## config.mk

```make
export PLATFORM = sky130hd
export DESIGN_NAME = ifu_fetch_ctrl
export DESIGN_NICKNAME = d
export VERILOG_FILES = /design/src/rtl/ifu_fetch_ctrl_pkg.sv /design/src/rtl/ifu_fetch_ctrl_timeout_cnt.sv /design/src/rtl/ifu_fetch_ctrl.sv
export SDC_FILE = /design/constraint.sdc
export NUM_CORES = 1
export LEC_CHECK = 0
export BUFFER_PORTS_ARGS = -buffer_cell sky130_fd_sc_hd__buf_2
export CAP_MARGIN = 15
export CORE_MARGIN = 2
export CORE_UTILIZATION = 44
export DETAILED_ROUTE_END_ITERATION = 6
export HOLD_SLACK_MARGIN = 0.05
export PLACE_DENSITY = 0.83
export SETUP_SLACK_MARGIN = 0.2
export SYNTH_ARGS = -nofsm -noshare
export SYNTH_HDL_FRONTEND = slang
export SYNTH_HIERARCHICAL = 1
export SYNTH_SLANG_ARGS = --single-unit
```

## constraint.sdc

```tcl
create_clock -name clk -period 2.35 [get_ports clk]
set_clock_uncertainty 0.2 [all_clocks]
set_input_delay 0 -clock clk [delete_from_list [all_inputs] [get_ports clk]]
set_output_delay 0 -clock clk [all_outputs]
set_load 0.05 [all_outputs]
```

## src/rtl/ifu_fetch_ctrl_pkg.sv

```systemverilog
// Shared types and constants for the IFU fetch sequencer.
// The reset PC is also used by the IFU PC register.
package ifu_fetch_ctrl_pkg;

    typedef enum logic [2:0] {
        S_IDLE  = 3'd0,
        S_REQ   = 3'd1,
        S_WAIT  = 3'd2,
        S_ISSUE = 3'd3,
        S_EXEC  = 3'd4,
        S_HALT  = 3'd5
    } state_e;

    typedef logic [1:0] fcode_t;

    localparam fcode_t      FC_NONE     = 2'b00;
    localparam fcode_t      FC_MISALIGN = 2'b01;
    localparam fcode_t      FC_BUSERR   = 2'b10;
    localparam fcode_t      FC_TIMEOUT  = 2'b11;
    localparam logic [1:0]  RESP_OKAY   = 2'b00;
    localparam logic [31:0] RESET_PC    = 32'h8000_0000;

    function automatic logic pc_misaligned(input logic [1:0] pc_lsb);
        return pc_lsb != 2'b00;
    endfunction

endpackage

```

## src/rtl/ifu_fetch_ctrl_timeout_cnt.sv

```systemverilog
// Response-wait counter: cleared on the AR handshake, counts S_WAIT cycles.
// expired_o flags the last permitted wait cycle (TIMEOUT cycles spent waiting).
module fetch_timeout_cnt #(
    parameter logic [7:0] TIMEOUT = 8'd255
) (
    input  logic clk,
    input  logic rst,
    input  logic clr_i,
    input  logic en_i,
    output logic expired_o
);

    logic [7:0] cnt_q;
    logic [7:0] cnt_d;

    always_comb begin
        cnt_d = cnt_q;
        if (clr_i) begin
            cnt_d = 8'd0;
        end else if (en_i) begin
            cnt_d = cnt_q + 8'd1;
        end
    end

    always_ff @(posedge clk) begin
        if (!rst) begin
            cnt_q <= 8'd0;
        end else begin
            cnt_q <= cnt_d;
        end
    end

    // Fires while the counter is about to reach TIMEOUT, so S_WAIT lasts at most TIMEOUT cycles.
    assign expired_o = en_i && (cnt_q == TIMEOUT - 8'd1);

endmodule

```

## src/rtl/ifu_fetch_ctrl.sv

```systemverilog
// Multi-cycle fetch sequencer: AR/R read, IDU valid/ready handoff, PC write on commit.
// Best case 4 cycles per instruction; every stage stalls on its handshake, faults park the core.
module ifu_fetch_ctrl
    import ifu_fetch_ctrl_pkg::*;
#(
    parameter int ADDR_W  = 32,
    parameter int DATA_W  = 32,
    parameter int TIMEOUT = 255
) (
    input  logic              clk,
    input  logic              rst,
    input  logic [ADDR_W-1:0] pc_i,
    output logic              pc_wen_o,
    output logic [ADDR_W-1:0] araddr_o,
    output logic              arvalid_o,
    input  logic              arready_i,
    input  logic [DATA_W-1:0] rdata_i,
    input  logic [1:0]        rresp_i,
    input  logic              rvalid_i,
    output logic              rready_o,
    output logic [DATA_W-1:0] inst_o,
    output logic [ADDR_W-1:0] inst_pc_o,
    output logic              inst_valid_o,
    input  logic              inst_ready_i,
    input  logic              commit_i,
    input  logic              halt_i,
    output logic              fault_o,
    output logic [1:0]        fault_code_o,
    output logic              busy_o
);

    state_e            state_q, state_d;
    logic [DATA_W-1:0] inst_q, inst_d;
    logic [ADDR_W-1:0] inst_pc_q, inst_pc_d;
    logic              fault_q, fault_d;
    fcode_t            code_q, code_d;
    logic              ar_hs;
    logic              tmo_expired;

    assign ar_hs = (state_q == S_REQ) && !pc_misaligned(pc_i[1:0]) && arready_i;

    fetch_timeout_cnt #(
        .TIMEOUT (8'(TIMEOUT))
    ) u_tmo (
        .clk       (clk),
        .rst       (rst),
        .clr_i     (ar_hs),
        .en_i      (state_q == S_WAIT),
        .expired_o (tmo_expired)
    );

    always_comb begin
        state_d      = state_q;
        inst_d       = inst_q;
        inst_pc_d    = inst_pc_q;
        fault_d      = fault_q;
        code_d       = code_q;
        arvalid_o    = 1'b0;
        rready_o     = 1'b0;
        inst_valid_o = 1'b0;
        pc_wen_o     = 1'b0;
        case (state_q)
            S_IDLE: state_d = S_REQ;
            S_REQ: begin
                if (pc_misaligned(pc_i[1:0])) begin
                    fault_d = 1'b1;
                    code_d  = FC_MISALIGN;
                    state_d = S_HALT;
                end else begin
                    arvalid_o = 1'b1;
                    if (arready_i) state_d = S_WAIT;
                end
            end
            S_WAIT: begin
                rready_o = 1'b1;
                // A response in the expiry cycle still wins over the timeout.
                if (rvalid_i) begin
                    if (rresp_i == RESP_OKAY) begin
                        inst_d    = rdata_i;
                        inst_pc_d = pc_i;
                        state_d   = S_ISSUE;
                    end else begin
                        fault_d = 1'b1;
                        code_d  = FC_BUSERR;
                        state_d = S_HALT;
                    end
                end else if (tmo_expired) begin
                    fault_d = 1'b1;
                    code_d  = FC_TIMEOUT;
                    state_d = S_HALT;
                end
            end
            S_ISSUE: begin
                inst_valid_o = 1'b1;
                if (inst_ready_i) state_d = S_EXEC;
            end
            S_EXEC: begin
                if (commit_i) begin
                    pc_wen_o = 1'b1;
                    state_d  = halt_i ? S_HALT : S_REQ;
                end
            end
            S_HALT: state_d = S_HALT;
            default: state_d = S_IDLE;
        endcase
    end

    always_ff @(posedge clk) begin
        if (!rst) begin
            state_q   <= S_IDLE;
            inst_q    <= '0;
            inst_pc_q <= '0;
            fault_q   <= 1'b0;
            code_q    <= FC_NONE;
        end else begin
            state_q   <= state_d;
            inst_q    <= inst_d;
            inst_pc_q <= inst_pc_d;
            fault_q   <= fault_d;
            code_q    <= code_d;
        end
    end

    assign araddr_o     = arvalid_o ? pc_i : '0;
    assign inst_o       = inst_q;
    assign inst_pc_o    = inst_pc_q;
    assign fault_o      = fault_q;
    assign fault_code_o = code_q;
    assign busy_o       = (state_q != S_IDLE) && (state_q != S_HALT);

endmodule

```

After elaboration in Yosys (flattened, before gate mapping)
Index checks and enable logic that the tools add are counted.

Reduce and logical (&&, ||, !) cells: 14. Add/sub/neg operators: 1. Bitwise gates (word level): 1. Divide/modulo/power cells: 0. $lt $le $gt $ge: 0. Muxes and demuxes: 26. Multipliers: 0. Eq/ne operators: 13. Shift operators: 0.

Operators with widths (count): $mux W32 (1); $mux W3 (8); $pmux W3 S6 (1); $mux W1 (10); $ne A3 B3 Y1 const B (3); $add A8 B1 Y8 const B (1); $eq A8 B8 Y1 const B (1); $mux W2 (4); $reduce_and A4 Y1 (2); $eq A3 B2 Y1 const B (2); $eq A3 B3 Y1 const B (2); $logic_and A1 B1 Y1 (4); $ne A2 B2 Y1 const B (2); $pmux W2 S2 (1); $reduce_bool A2 Y1 (2); $eq A3 B1 Y1 const B (1); $logic_not A3 Y1 (1); $ne A3 B2 Y1 const B (1); $reduce_and A3 Y1 (1); $reduce_bool A3 Y1 (1); $logic_not A2 Y1 (1); $ne A2 B1 Y1 const B (1); $pmux W1 S2 (1); $reduce_or A2 Y1 (1); 2 further kinds (2).

ROM bits: 0. Memory bits (writable): 0. Output and inout port bits: 104. Bits in registers: 78. Bits in latches: 0. Memories kept: 0.

Logic depth before layout (Yosys ltp)
Gate-level depths: netlist (run 1).

Word-level depth: 5. Depth in mapped cells: 9. Gate-level depth less buffers: 8.

Modules after synthesis
The synthesis (run 1) kept the hierarchy.

By module, submodules not included: ifu_fetch_ctrl (area an instance 2796.4 um^2, times used 1, cells each 365); fetch_timeout_cnt (area an instance 369.1 um^2, times used 1, cells each 42).

Worst setup path before layout (run 1)
No wires, ideal clock.

Kind: register -> register. Start: reg state_q[2]. End: reg state_q[2]. Stages on the path, launching flop included: 10. Buffers on the path: 2. Data arrival time: 2414 ps. Path slack: -325 ps. Cells stage by stage: dfxtp_1 buf_2 nor3b_2 buf_4 nand4_1 nor2_1 nor2_1 a311oi_1 o21a_1 a32o_1.

Cells in the longest elaborated chain, start to end: 4.

RTL lines: from (decl) (line ifu_fetch_ctrl.sv:32) `state_e state_q, state_d;`; from (signal assigned) (line ifu_fetch_ctrl.sv:116) `state_q <= state_d;`; $eq A3 B2 Y1 (line ifu_fetch_ctrl.sv:48) `.en_i (state_q == S_WAIT),`; $logic_and A1 B1 Y1 (line ifu_fetch_ctrl_timeout_cnt.sv:34) `assign expired_o = en_i && (cnt_q == TIMEOUT - 8'd1);`; via tmo_expired (line ifu_fetch_ctrl.sv:38) `logic tmo_expired;`; $ne A3 B3 Y1 (no line); $reduce_and A4 Y1 (no line).

The timed path passes the listed nets, and every way through them passes these cells. A chain may end at the register's enable or synchronous reset.

Worst setup path in the final report (run 1)
Start: reg state_q[1]. End: out araddr_o[29].

Cells in the longest elaborated chain, start to end: 3.

RTL lines: $eq A3 B1 Y1 (line ifu_fetch_ctrl.sv:62) `case (state_q)`; $mux W1 (line ifu_fetch_ctrl.sv:62); $mux W32 (line ifu_fetch_ctrl.sv:124) `assign araddr_o = arvalid_o ? pc_i : '0;`; to (decl) (line ifu_fetch_ctrl.sv:14) `output logic [ADDR_W-1:0] araddr_o,`.

Every way passes these cells.

==> metrics.md, run 1 <==
| Metric | Value |
|---|---|
| Status | `finished clean` |
| Highest metal used | `met4` |
| Number of remaining DRC errors | `0` |
| Final std cells w/o fill | `about 750` |
| #FFs+latches synth | `just under 80` |
| Post-layout min period | `~2100 ps` |
| Post-Synth Simple-Gate Area | `28.5%` |
| Setup CP Type | `register to output pin` |
| DR vias | `3887` |
| Global route overflow | `0` |
| Syn. warnings | `6` |
| Fin util | `around four fifths` |
| WL met3 | `around 1200 um` |
| Power, Total | `3.03 mW` |
| Synth async-reset ratio | `0%` |
| HPWL Detailed | `a little over 6000 um` |
| DRT iter0 DRCs | `between 200 and 250` |
| Worst-skew pair later-pin latency | `around 330 ps` |
| Final net count | `726` |
| Number of global-route vias before repair | `around 3800` |
| Max Cap Violations | `0` |
| First-pass GRT wire length | `~18000 um` |
| DRT Wirelength | `approximately 12000 um` |
| TritonCTS Buffers | `9` |
| Layout cell share with drive strength beyond 1 | `37.5%` |
| Largest family of logic cells by synthesized area | `simple AND/OR/NAND/NOR gates` |
| Startpoint types | `register` |
| Post-synth EDFFs | `0` |
| Max Root-Sink Buffers | `2` |
| # port buffers | `approximately 170` |
| RSZ-0062 raised after global routing | `yes` |
| Cells after Synth | `407` |
| Seq/Total Area, Yosys | `about half` |
| Synth Flop Type | `dfxtp_1` |
| Met1 Wirelength | `4680 um` |
| Synth Cell Area | `about 3200 sq um` |
| Initial Utilization | `a little under half` |
| Most common cell after layout, fill and taps aside | `buf_2` |
| Core Rows | `30` |
| CTS clock-pin slew for the worst setup and hold paths | `around 80 ps` |
| WHS | `~86 ps` |
| Synth Area in Adders | `less than 1%` |
| Remaining antenna violation count | `0` |
| Arrival time at the worst endpoint | `slightly below 2000 ps` |
| Count of pins over their slew limit | `0` |
| Crit. End Element | `output pin` |
| Pwr Density | `about 550 nW/um^2` |
| Diode count | `0` |
| Antenna violations before repair | `0` |
| Largest net degree at the start of global routing | `between 50 and 60` |
| Drt pass-1 iters | `5` |
| Core Footprint | `6870 sq um` |
| Xor/xnor share of the synthesized area | `~1.4%` |
| Chip width | `approximately 89 um` |
| Mux cell area share after synthesis | `0%` |
| Gp weighted congestion | `0.905` |
| Commonest non-fill, non-tap cells in the layout | `buf_2 (143), nand2_1 (130), dfxtp_1 (76), dlygate4sd3_1 (72), a21oi_1 (71)` |
| Peak Freq | `roughly 470 MHz` |
| Final Setup Violations | `0` |
| Setup total negative slack | `0 ps` |
| Crit Path Max Fanout | `6` |
| Vias/cell | `about 5.2` |
| Critical path required time | `~2200 ps` |
| Post-Place Cells | `~660` |
| Area growth syn-to-layout | `75.1%` |
| Clk sinks | `78` |
| Worst Hold Class | `primary input to register` |
| Mapped Avg Cell Area | `approximately 7.8 sq um` |
| Complex-gate fraction of the synthesized area | `around 15%` |
| Die Ht | `around 89 um` |
| Met2 WL | `6250 um` |
| Die ar. | `approximately 7900 sq um` |
| Worst vdd ir | `just over 400 uV` |
| CTS tree | `built` |
| GRT Overall Usage | `a little under 30%` |
| Fin crit share | `~91%` |
| Synth cell types | `35` |
| Drt wl/cell | `around 16 um` |
| Leakage power | `2.46 nW` |
| Clock root buffer | `clkbuf_8` |
| # IOs | `177` |
| Hold Fails Final Rpt | `0` |
| Number of H-tree levels | `3` |
[synth_stat cells (3+ instances only)]
cell type    n  share of area (%)
and2_1      33                6.5
nand2_1    131                 16
clkbuf_1    15                1.8
nand4_1      3               0.59
dfxtp_1     78                 49
nor2_1      12                1.4
xor2_1       3               0.83
inv_1        4               0.47
a211oi_1     4               0.95
buf_4        3               0.71
buf_2       11                1.7
a21oi_1     71                 11
o21ai_0      5               0.79
or3_1        4               0.79
[worst max-delay path, stage by stage, from the launching register on]
cell,delay [ps]
dfxtp_2,320
or3b_1,380
or3_4,390
clkinv_8,100
buf_6,130
and2_4,160
buf_8,140
[cells by family after synthesis]
kind of cell | Yosys count
XOR/XNOR | 5
other | 1
AND/OR/NAND/NOR | 198
buffers and inverters | 36
adder cells (fa/ha/maj) | 2
flip-flops | 78
AO/OA/AOI/OAI | 87
[power breakdown]
group,internal [mW],switching (mW),leakage (nW),total (mW)
sequential,1.34,0.0129,0.630,1.36
clock,0.527,0.495,0.107,1.02
combinational,0.296,0.361,1.72,0.657
[worst paths after layout]
kind / endpoint / slack [ps] / start / cells past startpoint
setup / recovery: araddr_o[29] / 200 / state_q[1]$_SDFFE_PN0P_ / 6
hold / removal: inst_pc_o[16]$_SDFFE_PN0P_ / 90 / rresp_i[1] / 5
setup reg to reg: state_q[2]$_SDFFE_PN0P_ / 250 / state_q[2]$_SDFFE_PN0P_ / 8
hold reg to reg: inst_pc_o[0]$_SDFFE_PN0P_ / 250 / inst_pc_o[0]$_SDFFE_PN0P_ / 2
[through the flow]
| step | worst slack [ps] | instance area [sq um] |
|---|---|---|
| after floorplan | 12.2 | 3200 |
| after global placement | 365 | 4130 |
| after detailed placement | 251 | 4130 |
| after CTS | 171 | 5380 |
| after global routing | 143 | 5540 |
| final | 201 | 5540 |
[registers in the layout, summed over array words and instances, names as in the netlist]
signal	cells
fault_code_o	2
fault_o	1
inst_o	32
inst_pc_o	32
state_q	3
u_tmo/cnt_q	8
[layer usage]
| metal | up-vias | track usage, % |
|---|---|---|
| met5 | - | 0 |
| met4 | 0 | 9.37 |
| met3 | 32 | 7.84 |
| met2 | 227 | 53.5 |
| met1 | 1817 | 33.4 |
| li1 | 1811 | - |
[cell type report]
class | instances | area, sq um
timing repair buffer | 263 | 2080
sequential | 78 | 1560
multi-input combinational | 294 | 1540
fill | 427 | 1330
clock buffer | 10 | 138
tap | 96 | 120
clock inverter | 6 | 70.1
inverter | 5 | 31.3
[what timing repair did]
action                                  in CTS  in global routing
hold buffers                                72                  0
endpoints found under the setup margin      31                 36
cloned                                       2                  1
resized for setup                           90                 42
hold endpoints to repair                    78                  0
buffers inserted                             3                  0
pin swaps                                    0                  5
Note: power is estimated with default switching activity, not from simulation.
==> run 2: changes to the inputs <==
Settings changed: HOLD_SLACK_MARGIN 0.05 to 0.1.
==> metrics.md, run 2 (synthesis results as in run 1) <==
| Metric | Value |
|---|---|
| Die ar. | `7890 sq um (unchanged)` |
| Gp weighted congestion | `0.905 (unchanged)` |
| Remaining antenna violation count | `0 (unchanged)` |
| Core Rows | `30 (unchanged)` |
| Switch Pwr | `869 uW (about the same)` |
| Clock power share | `33.7% (about the same)` |
| First-pass GRT wire length | `18100 um (about the same)` |
| Worst-skew pair later-pin latency | `330 ps (about the same)` |
| Fin crit share | `91.4% (was 91.5%)` |
| Drt wl/cell | `16.4 um (was 16.5 um)` |
| Setup total negative slack | `0 ps (unchanged)` |
| Number of remaining DRC errors | `0 (unchanged)` |
| Max Cap Violations | `0 (unchanged)` |
| Max Root-Sink Buffers | `2 (unchanged)` |
| DRT Wirelength | `12300 um (was 12400 um)` |
| Setup CP Type | `register to output pin (unchanged)` |
| GRT Overall Usage | `29.4% (about the same)` |
| Clock root buffer | `clkbuf_8 (unchanged)` |
| Global route overflow | `0 (unchanged)` |
| Diode count | `0 (unchanged)` |
| Crit. End Element | `output pin (unchanged)` |
| CTS clock-pin slew for the worst setup and hold paths | `80 ps (about the same)` |
| Pint | `2.17 mW (about the same)` |
| Chip width | `88.8 um (unchanged)` |
| Drt pass-1 iters | `5 (unchanged)` |
| Worst hold stages | `3 (was 5)` |
| RSZ-0062 raised after global routing | `yes (unchanged)` |
| Area growth syn-to-layout | `75.6% (was 75.1%)` |
| Most common cell after layout, fill and taps aside | `buf_2 (unchanged)` |
| Clk sinks | `78 (unchanged)` |
| Number of global-route vias before repair | `3768 (was 3784)` |
| Post-layout min period | `2150 ps (about the same)` |
| Leakage power | `2.47 nW (was 2.46 nW)` |
| Pwr Density | `546 nW/um^2 (was 547 nW/um^2)` |
| Largest net degree at the start of global routing | `56 (unchanged)` |
| Layout cell share with drive strength beyond 1 | `37.7% (was 37.5%)` |
| Worst Hold Class | `primary input to register (unchanged)` |
| Vias/cell | `5.16 (was 5.17)` |
| Worst vdd ir | `413 uV (was 412 uV)` |
| Commonest non-fill, non-tap cells in the layout | `buf_2 (143), nand2_1 (130), dfxtp_1 (76), dlygate4sd3_1 (73), a21oi_1 (71) (was buf_2 (143), nand2_1 (130), dfxtp_1 (76), dlygate4sd3_1 (72), a21oi_1 (71))` |
| Die Ht | `88.8 um (unchanged)` |
| Final net count | `727 (was 726)` |
| Startpoint types | `register (unchanged)` |
| Fin util | `80.9% (was 80.7%)` |
| DR vias | `3884 (was 3887)` |
| FF-to-FF path depth | `6 (was 8)` |
| Power, Total | `3.04 mW (was 3.03 mW)` |
| CTS tree | `built (unchanged)` |
| Core Footprint | `6870 sq um (unchanged)` |
| TritonCTS Buffers | `9 (unchanged)` |
| Peak Freq | `466 MHz (was 465 MHz)` |
| Hold Fails Final Rpt | `0 (unchanged)` |
| Power share of the combinational group | `21.7% (about the same)` |
| Switching Fraction | `28.6% (about the same)` |
| Final Setup Violations | `0 (unchanged)` |
| Critical path required time | `2150 ps (about the same)` |
| Status | `finished clean (unchanged)` |
| Number of H-tree levels | `3 (unchanged)` |
| Count of pins over their slew limit | `0 (unchanged)` |
| # IOs | `177 (unchanged)` |
| Initial Utilization | `46.1% (unchanged)` |
| Sequential Power Share | `44.6% (was 44.7%)` |
| # port buffers | `174 (unchanged)` |
| Antenna violations before repair | `0 (unchanged)` |
| HPWL Detailed | `6220 um (unchanged)` |
| DRT iter0 DRCs | `207 (was 224)` |
| Arrival time at the worst endpoint | `1950 ps (about the same)` |
| Crit Path Max Fanout | `6 (unchanged)` |
| Filler Cells Inserted | `428 (was 427)` |
-- run 2: power by group through the flow --
stage	logic, mW	clock network (mW)	registers [mW]
after detailed placement	0.436	0	1.39
final	0.658	1.02	1.36
after global routing	0.690	1.10	1.36
after floorplan	0.266	0	1.42
after CTS	0.600	1.05	1.35
after global placement	0.431	0	1.39
-- run 2: critical path: stages (launching register included) --
cell,delay (ps)
dfxtp_2,320
or3b_1,380
or3_4,390
clkinv_8,100
buf_6,130
and2_4,160
buf_8,140
-- run 2: timing repair --
action                                  CTS  global route
gates resized for setup                  90            44
endpoints found under the setup margin   31            34
hold buffers                             73             0
endpoints found under the hold margin    78             0
cloned                                    2             1
pin swaps                                 0             5
setup buffers                             3             0
-- run 2: cell type report --
cell class / count / area [sq um] / share of cell area, %
repair buffers: 264 / 2090 / 37.6
flip-flops and latches: 78 / 1560 / 28.1
multi-input cells: 294 / 1550 / 27.8
clock buffers: 10 / 138 / 2.48
well taps: 96 / 120 / 2.16
clock inverters: 6 / 70.1 / 1.26
inverters: 5 / 31.3 / 0.563
-- run 2: metrics by stage --
| step | instances | hold slack, ps | cell area [sq um] | setup slack [ps] |
|---|---|---|---|---|
| after detailed placement | 658 | 35.4 | 4130 | 251 |
| after CTS | 752 | 226 | 5390 | 171 |
| after global routing | 753 | 251 | 5560 | 143 |
| after global placement | 658 | 30.9 | 4130 | 365 |
| after floorplan | 408 | -100 | 3200 | 12.2 |
| final | 753 | 245 | 5560 | 202 |
-- run 2: routing by layer --
metal | vias up | wire [um] | global-route usage [%]
li1 | 1811 | - | -
met1 | 1822 | 4640 | 33.5
met2 | 223 | 6220 | 53.2
met3 | 28 | 1210 | 7.84
met4 | 0 | 282 | 9.37
met5 | - | 0 | 0
-- run 2: final timing paths --
kind / end / from / slack, ps
max: araddr_o[29] / state_q[1]$_SDFFE_PN0P_ / 200
min: fault_code_o[0]$_SDFFE_PN0P_ / rvalid_i / 250
max reg2reg: fault_code_o[0]$_SDFFE_PN0P_ / state_q[2]$_SDFFE_PN0P_ / 260
min reg2reg: inst_pc_o[0]$_SDFFE_PN0P_ / inst_pc_o[0]$_SDFFE_PN0P_ / 250
